===== src/rtl/reg_pkg.sv =====
// Shared register-file definitions used by the dump streamer and the register file.
// Optional checksum beat is enabled elsewhere with REG_DUMP_CHECKSUM_EN.
package reg_pkg;

  localparam int NUM_REGS = 16;
  localparam int DATA_W   = 8;
  localparam int ADDR_W   = 4;

  typedef logic [ADDR_W-1:0] reg_addr_t;
  typedef logic [DATA_W-1:0] reg_data_t;

  // CSUM is always encoded so the state width is build-independent.
  typedef enum logic [2:0] {
    IDLE = 3'd0,
    LOAD = 3'd1,
    SEND = 3'd2,
    CSUM = 3'd3,
    FIN  = 3'd4
  } dump_state_e;

endpackage


===== src/rtl/reg_dump_streamer.sv =====
// Walks the register file through one read port and streams each byte out over valid/ready.
// Define REG_DUMP_CHECKSUM_EN to append a mod-2**DATA_W checksum beat after the last register.
module reg_dump_streamer #(
  parameter int NUM_REGS = reg_pkg::NUM_REGS,
  parameter int DATA_W   = reg_pkg::DATA_W,
  parameter int ADDR_W   = reg_pkg::ADDR_W
) (
  input  logic              clk,
  input  logic              reset,
  input  logic              start,
  output logic              busy,
  output logic              done,
  output logic [ADDR_W-1:0] rd_addr,
  input  logic [DATA_W-1:0] rd_data,
  output logic              out_valid,
  input  logic              out_ready,
  output logic [DATA_W-1:0] out_data,
  output logic [ADDR_W-1:0] out_index,
  output logic              out_last
);

  import reg_pkg::*;

  localparam logic [ADDR_W-1:0] LAST_IDX = ADDR_W'(NUM_REGS - 1);

  dump_state_e       state_r;
  logic [ADDR_W-1:0] idx_r;
  logic              xfer_s;
`ifdef REG_DUMP_CHECKSUM_EN
  logic [DATA_W-1:0] csum_r;
`endif

  assign rd_addr = idx_r;
  assign xfer_s  = out_valid && out_ready;

  // Dump sequencer: every output is a register updated here.
  always_ff @(posedge clk) begin
    if (reset) begin
      state_r   <= IDLE;
      idx_r     <= {ADDR_W{1'b0}};
      busy      <= 1'b0;
      done      <= 1'b0;
      out_valid <= 1'b0;
      out_data  <= {DATA_W{1'b0}};
      out_index <= {ADDR_W{1'b0}};
      out_last  <= 1'b0;
`ifdef REG_DUMP_CHECKSUM_EN
      csum_r    <= {DATA_W{1'b0}};
`endif
    end else begin
      done <= 1'b0;
      case (state_r)
        IDLE: begin
          // A start coinciding with the done pulse is dropped.
          if (start && !done) begin
            idx_r   <= {ADDR_W{1'b0}};
            busy    <= 1'b1;
            state_r <= LOAD;
`ifdef REG_DUMP_CHECKSUM_EN
            csum_r  <= {DATA_W{1'b0}};
`endif
          end
        end
        LOAD: begin
          out_data  <= rd_data;
          out_index <= idx_r;
          out_valid <= 1'b1;
`ifdef REG_DUMP_CHECKSUM_EN
          out_last  <= 1'b0;
`else
          out_last  <= (idx_r == LAST_IDX);
`endif
          state_r   <= SEND;
        end
        SEND: begin
          if (xfer_s) begin
            out_valid <= 1'b0;
`ifdef REG_DUMP_CHECKSUM_EN
            csum_r    <= csum_r + out_data;
`endif
            if (idx_r == LAST_IDX) begin
              out_last <= 1'b0;
`ifdef REG_DUMP_CHECKSUM_EN
              state_r  <= CSUM;
`else
              state_r  <= FIN;
`endif
            end else begin
              idx_r   <= idx_r + {{(ADDR_W-1){1'b0}}, 1'b1};
              state_r <= LOAD;
            end
          end
        end
        CSUM: begin
`ifdef REG_DUMP_CHECKSUM_EN
          // First cycle presents the checksum beat, then wait for its handshake.
          if (!out_valid) begin
            out_data  <= csum_r;
            out_index <= {ADDR_W{1'b0}};
            out_last  <= 1'b1;
            out_valid <= 1'b1;
          end else if (xfer_s) begin
            out_valid <= 1'b0;
            out_last  <= 1'b0;
            state_r   <= FIN;
          end
`else
          state_r <= IDLE;
`endif
        end
        FIN: begin
          done    <= 1'b1;
          busy    <= 1'b0;
          state_r <= IDLE;
        end
        default: begin
          state_r <= IDLE;
        end
      endcase
    end
  end

endmodule


===== config.mk =====
export PLATFORM = sky130hd
export DESIGN_NAME = reg_dump_streamer
export DESIGN_NICKNAME = d
export VERILOG_FILES = /design/src/rtl/reg_pkg.sv /design/src/rtl/reg_dump_streamer.sv
export SDC_FILE = /design/constraint.sdc
export NUM_CORES = 1
export LEC_CHECK = 0
export BUFFER_PORTS_ARGS = -buffer_cell sky130_fd_sc_hd__buf_2
export CAP_MARGIN = 20
export CORE_ASPECT_RATIO = 1.5
export CORE_MARGIN = 8
export CORE_UTILIZATION = 42
export DETAILED_ROUTE_END_ITERATION = 8
export PLACE_DENSITY = 0.73
export SLEW_MARGIN = 0
export SYNTH_ARGS = -nofsm -noshare
export SYNTH_HDL_FRONTEND = slang
export SYNTH_SLANG_ARGS = --single-unit

===== constraint.sdc =====
create_clock -name clk -period 1.7 [get_ports clk]
set_input_delay 0.085 -clock clk [delete_from_list [all_inputs] [get_ports clk]]
set_output_delay 0.085 -clock clk [all_outputs]
set_load 0.01 [all_outputs]

== Yosys cells after proc, flatten, opt, wreduce, memory -nomap -nowiden ==
Cells that the tools add are included.
Word-level totals
  output and inout bits: 20
  bits in registers: 23
Cells by class
  $add $sub $neg: 1
  equal/unequal tests: 8
  muxes and demuxes: 16
  reductions and logical operators: 12
Operator list (number)
  $mux 4: 3
  $mux 3: 3
  $pmux 3 s3: 1
  $ne 2x2->1 const B: 4
  $pmux 4 s2: 1
  $pmux 1 s2: 3
  $reduce_and 2->1: 3
  $reduce_bool 2->1: 3
  $mux 1: 5
  $add 4x1->4 const B: 1
  $eq 4x4->1 const B: 1
  $reduce_and 4->1: 1
  $eq 3x1->1 const B: 1
  $eq 3x2->1 const B: 1
  $eq 3x3->1 const B: 1
  $logic_not 3->1: 1
  $reduce_and 3->1: 1
  $logic_and 1x1->1: 2
  $logic_not 1->1: 1

== Longest topological paths before layout ==
  depth in word-level cells: 4
  depth in mapped cells: 6

== Least setup slack after synthesis ==
OpenSTA, ideal clock, no wires.
  path kind: register to register
  start: register state_r[0]
  end: register idx_r[2] (netlist: rd_addr[2])
  data required time: 1629 ps
  slack: 16 ps
  stages on the path, launching flop included: 7
  data arrival time: 1614 ps
  buffers on the path: 2
  path through: dfxtp_1 -> buf_6 -> or3b_4 -> or2_1 -> clkbuf_2 -> or3b_1 -> a21oi_1
On the way
  longest elaborated chain between the ends: 3
  elaborated cells between the ends (all ways): 8
Ends and longest elaborated chain
  start, declared: line reg_dump_streamer.sv:26  | dump_state_e state_r;
  start signal, assigned: line reg_dump_streamer.sv:39  | state_r <= IDLE;
  start signal, assigned: line reg_dump_streamer.sv:58  | state_r <= LOAD;
  start signal, assigned: line reg_dump_streamer.sv:73  | state_r <= SEND;
  $eq 3x2->1 / $logic_not 3->1 (equally long branches): line reg_dump_streamer.sv:52  | case (state_r)
  $ne 2x2->1 (no source line) / $reduce_bool 2->1 (equally long branches)
  $reduce_and 4->1 (no source line)
  end signal, assigned: line reg_dump_streamer.sv:40  | idx_r <= {ADDR_W{1'b0}};
  end signal, assigned: line reg_dump_streamer.sv:56  | idx_r <= {ADDR_W{1'b0}};
  end signal, assigned: line reg_dump_streamer.sv:89  | idx_r <= idx_r + {{(ADDR_W-1){1'b0}}, 1'b1};
  end, declared: line reg_dump_streamer.sv:27  | logic [ADDR_W-1:0] idx_r;
Several ways; a longest one is shown, not always the timed one.
A chain may end at the register's enable or synchronous reset.

== Final worst setup path ==
  start: register idx_r[0] (netlist: rd_addr[0])
  end: register idx_r[1] (netlist: rd_addr[1])
On the way
  longest elaborated chain between the ends: 4
  elaborated cells between the ends (all ways): 7
Ends and longest elaborated chain
  $add 4x1->4: line reg_dump_streamer.sv:89
  $mux 4: line reg_dump_streamer.sv:81  | if (idx_r == LAST_IDX) begin
  $mux 4: line reg_dump_streamer.sv:76  | if (xfer_s) begin
  $pmux 4 s2: line reg_dump_streamer.sv:52
Several ways; a longest one is shown, not always the timed one. The select of a mux whose other input is x is not followed.

==> flow_metrics.tcl <==
set metrics [dict create \
    p_comb_frac 0.139 \
    finalWorstPathRequiredPeriod_ns 1.592 \
    drt_wl_total_mm 2.428 \
    synth_commonest_cells "nand2_1 (26), dfxtp_1 (23), a21oi_1 (16)" \
    cts_tree "yes" \
    synth_edf_count 0 \
    numCtsBuffers 3 \
    grt_max_degree 24 \
    die_w_um 54.03 \
    startpoint "rd_addr[0]" \
    tns_ns 0 \
    synthesis.area_sq_um 910.9 \
    drt_iter0_drc 35 \
    reg2reg_slack_ns 0.11 \
    synth_cell_types 29 \
    root_buffer "clkbuf_4" \
    yosys_warnings 0 \
    slew_violations 0 \
    synthesis.nets 119 \
    fmax_mhz 628.0 \
    dieArea_sq_um 3946 \
    grt-ovfl-total 0 \
    syn-instance-count 106 \
    post-route-drc-count 0 \
    status "completed" \
    antenna_found_initial 0 \
    p_sw_uw 246.5 \
    slowest_delay_ns 0.41 \
    crit_type "reg2reg" \
    htreeDepth 1 \
    wl_per_cell_um 14.20 \
    r2r_cells 5 \
    clock_power_share 0.266 \
    endpoint_kind "flip-flop" \
    num_antenna_cells 0 \
    multiInputGateArea_sq_um 436.7 \
    io_pins 32 \
    start_util 0.4439 \
    crit_arrival_ns 1.80 \
    critical_path_depth 5 \
    regToRegEndpoint "rd_addr[1]" \
    hp-class "in2reg" \
    cts.clk_slew.worst_paths_ns 0.13 \
    grt_pass1_wl_mm 3.898 \
    min_period_over_period 0.9366 \
    finalSetupViolCount 0 \
    clk_latency_ns 0.32 \
    die-height_um 73.04 \
    fp-row-count 20 \
    dp_hpwl_mm 1.675 \
    n_fill_cell 179 \
    crit_end "rd_addr[1]" \
    p_int_uw 705.2 \
    synth.avg_cell_area_sq_um 8.593 \
    first_pass_iters 4 \
    gp_congestion 0.9741 \
    clockBufferDepth 2 \
    leakage_nw 0.5481 \
    synth_top_area_share 0.5055 \
    cp_cell_sequence "ha_1, nand3_1, a41oi_2, o311ai_0, o41ai_1" \
    ys_seq_area_frac 0.5055 \
    cp_slowest_cell "o311ai_0" \
    finalInstanceArea_sq_um 1245 \
    crit_buf_inv 0 \
    slew_headroom 0.7200 \
    critical_path_required_ns 1.90 \
    r2r_start "rd_addr[0]" \
    cp_max_fo 6 \
    finalHoldViolations 0 \
    worstMarginPinSlew_ns 0.4200 \
    fin_skew_ns 0.007480 \
    p_sw_frac 0.2590 \
    vias 934 \
    synthTopCellsByArea "dfxtp_1 (51%), nand2_1 (11%), a21oi_1 (8.8%), o41ai_1 (3.8%), clkbuf_1 (2.1%)" \
    p_per_area_nw_per_um2 764.4 \
    ys_ff_latch 23 \
    place_area_sq_um 1119 \
    postRouteAntennaNets 0 \
    grt_usage 0.1282 \
    clock_sinks 23 \
    async_reset_ff_frac 0 \
    synth_ff_type "dfxtp_1" \
    fin_nets 163 \
    seqPwrFrac 0.595 \
    yosys.area.top_type "dfxtp_1" \
    ff_latch_area_sq_um 460.4 \
    cp_top_family "compound AO/OA/AOI/OAI gates" \
    rsz0062_at_grt "no" \
    startpoint_type "flip-flop" \
    drive_gt1_frac 0.3490 \
    syn_to_final_growth_pct 36.68 \
    port_buffers 31 \
    grt_pass1_vias 884 \
    ir_drop_uv 433.3 \
    maxCapViolations 0 \
    drt-vias-per-instance 5.462 \
    fp.coreArea_sq_um 2052 \
    yosysMostFrequentCell "nand2_1" \
]
==> registers in the layout, indices dropped and copies added (netlist names) <==
name and count:
out_index 4, rd_addr 4, out_valid 1, done 1, out_last 1, out_data 8, busy 1, state_r 3
==> cells by family after synthesis <==
kind of cell             after synthesis  share of synthesized area
AO/OA/AOI/OAI                         27                     0.1868
adder cells (fa/ha/maj)                1                    0.01373
buffers and inverters                  9                    0.04670
flip-flops                            23                     0.5055
AND/OR/NAND/NOR                       46                     0.2473
==> metrics by stage <==
stage | std cells | hold WS, ns | setup slack [ns] | util | total power [mW]
2_1_floorplan | 106 | 0.1870 | 0.01583 | - | 0.6451
3_3_place_gp | 160 | 0.3251 | 0.1457 | 0.5451 | 0.6898
3_5_place_dp | 160 | 0.3318 | 0.1032 | 0.5451 | 0.6944
4_1_cts | 171 | 0.006507 | 0.06798 | 0.5927 | 0.9512
5_1_grt | 171 | 0.009225 | 0.03337 | 0.6067 | 0.9918
6_report | 171 | 0.006292 | 0.1077 | 0.6067 | 0.9517
==> what timing repair did <==
| action | 4_1_cts | 5_1_grt |
|---|---|---|
| buffers inserted | 0 | 0 |
| gates resized for setup | 0 | 5 |
| hold buffers | 7 | 0 |
| endpoints found under the setup margin | 0 | 3 |
| endpoints found under the hold margin | 7 | 0 |
==> worst register-to-register path: stages (launching register included) <==
cell	delay [ns]
dfxtp_1	0.33
ha_1	0.23
nand3_1	0.13
a41oi_2	0.24
o311ai_0	0.42
o41ai_1	0.14
==> power groups by stage <==
stage          clock network [mW]  logic, mW  registers (mW)
2_1_floorplan                   0     0.0594           0.586
3_3_place_gp                    0      0.113           0.577
3_5_place_dp                    0      0.116           0.578
4_1_cts                     0.256      0.129           0.566
5_1_grt                     0.276      0.147           0.569
6_report                    0.253      0.132           0.566
==> layer usage <==
metal  vias up  global-route usage  part of all wire
met5         -                   0                 0
met4         0             0.06593             0.020
met3         5             0.02857             0.081
met2        32              0.2122              0.49
met1       441              0.1452              0.40
li1        456                   -                 -
==> cell type report <==
class,count,share of cell area
clock inverters,1,0.004020
repair buffers,46,0.2291
inverters,2,0.006030
flip-flops and latches,23,0.3699
well taps,22,0.02211
clock buffers,3,0.01809
multi-input cells,74,0.3508
==> cells in the final DEF, fill, tap and decap left out, drive strengths merged, types with 2 or more instances in the layout <==
| cell | n |
|---|---|
| nand3 | 2 |
| inv | 2 |
| nor2 | 4 |
| and3 | 2 |
| dlygate4sd3 | 7 |
| nand2 | 26 |
| a211oi | 2 |
| o311ai | 2 |
| a21oi | 16 |
| or2 | 2 |
| clkbuf | 3 |
| or3b | 3 |
| buf | 39 |
| dfxtp | 23 |
| o41ai | 4 |
==> how the worst min path moves through the flow <==
stage                     from           to  slack, ns  cells past startpoint
floorplan                reset   rd_addr[0]       0.19                      1
global placement    rd_data[4]  out_data[4]       0.33                      3
detailed placement  rd_data[3]  out_data[3]       0.33                      3
CTS                 rd_data[1]  out_data[1]      0.007                      3
global route        rd_data[1]  out_data[1]      0.009                      3
finish              rd_data[1]  out_data[1]      0.006                      3
No activity file was read; power rests on OpenSTA's default activity.
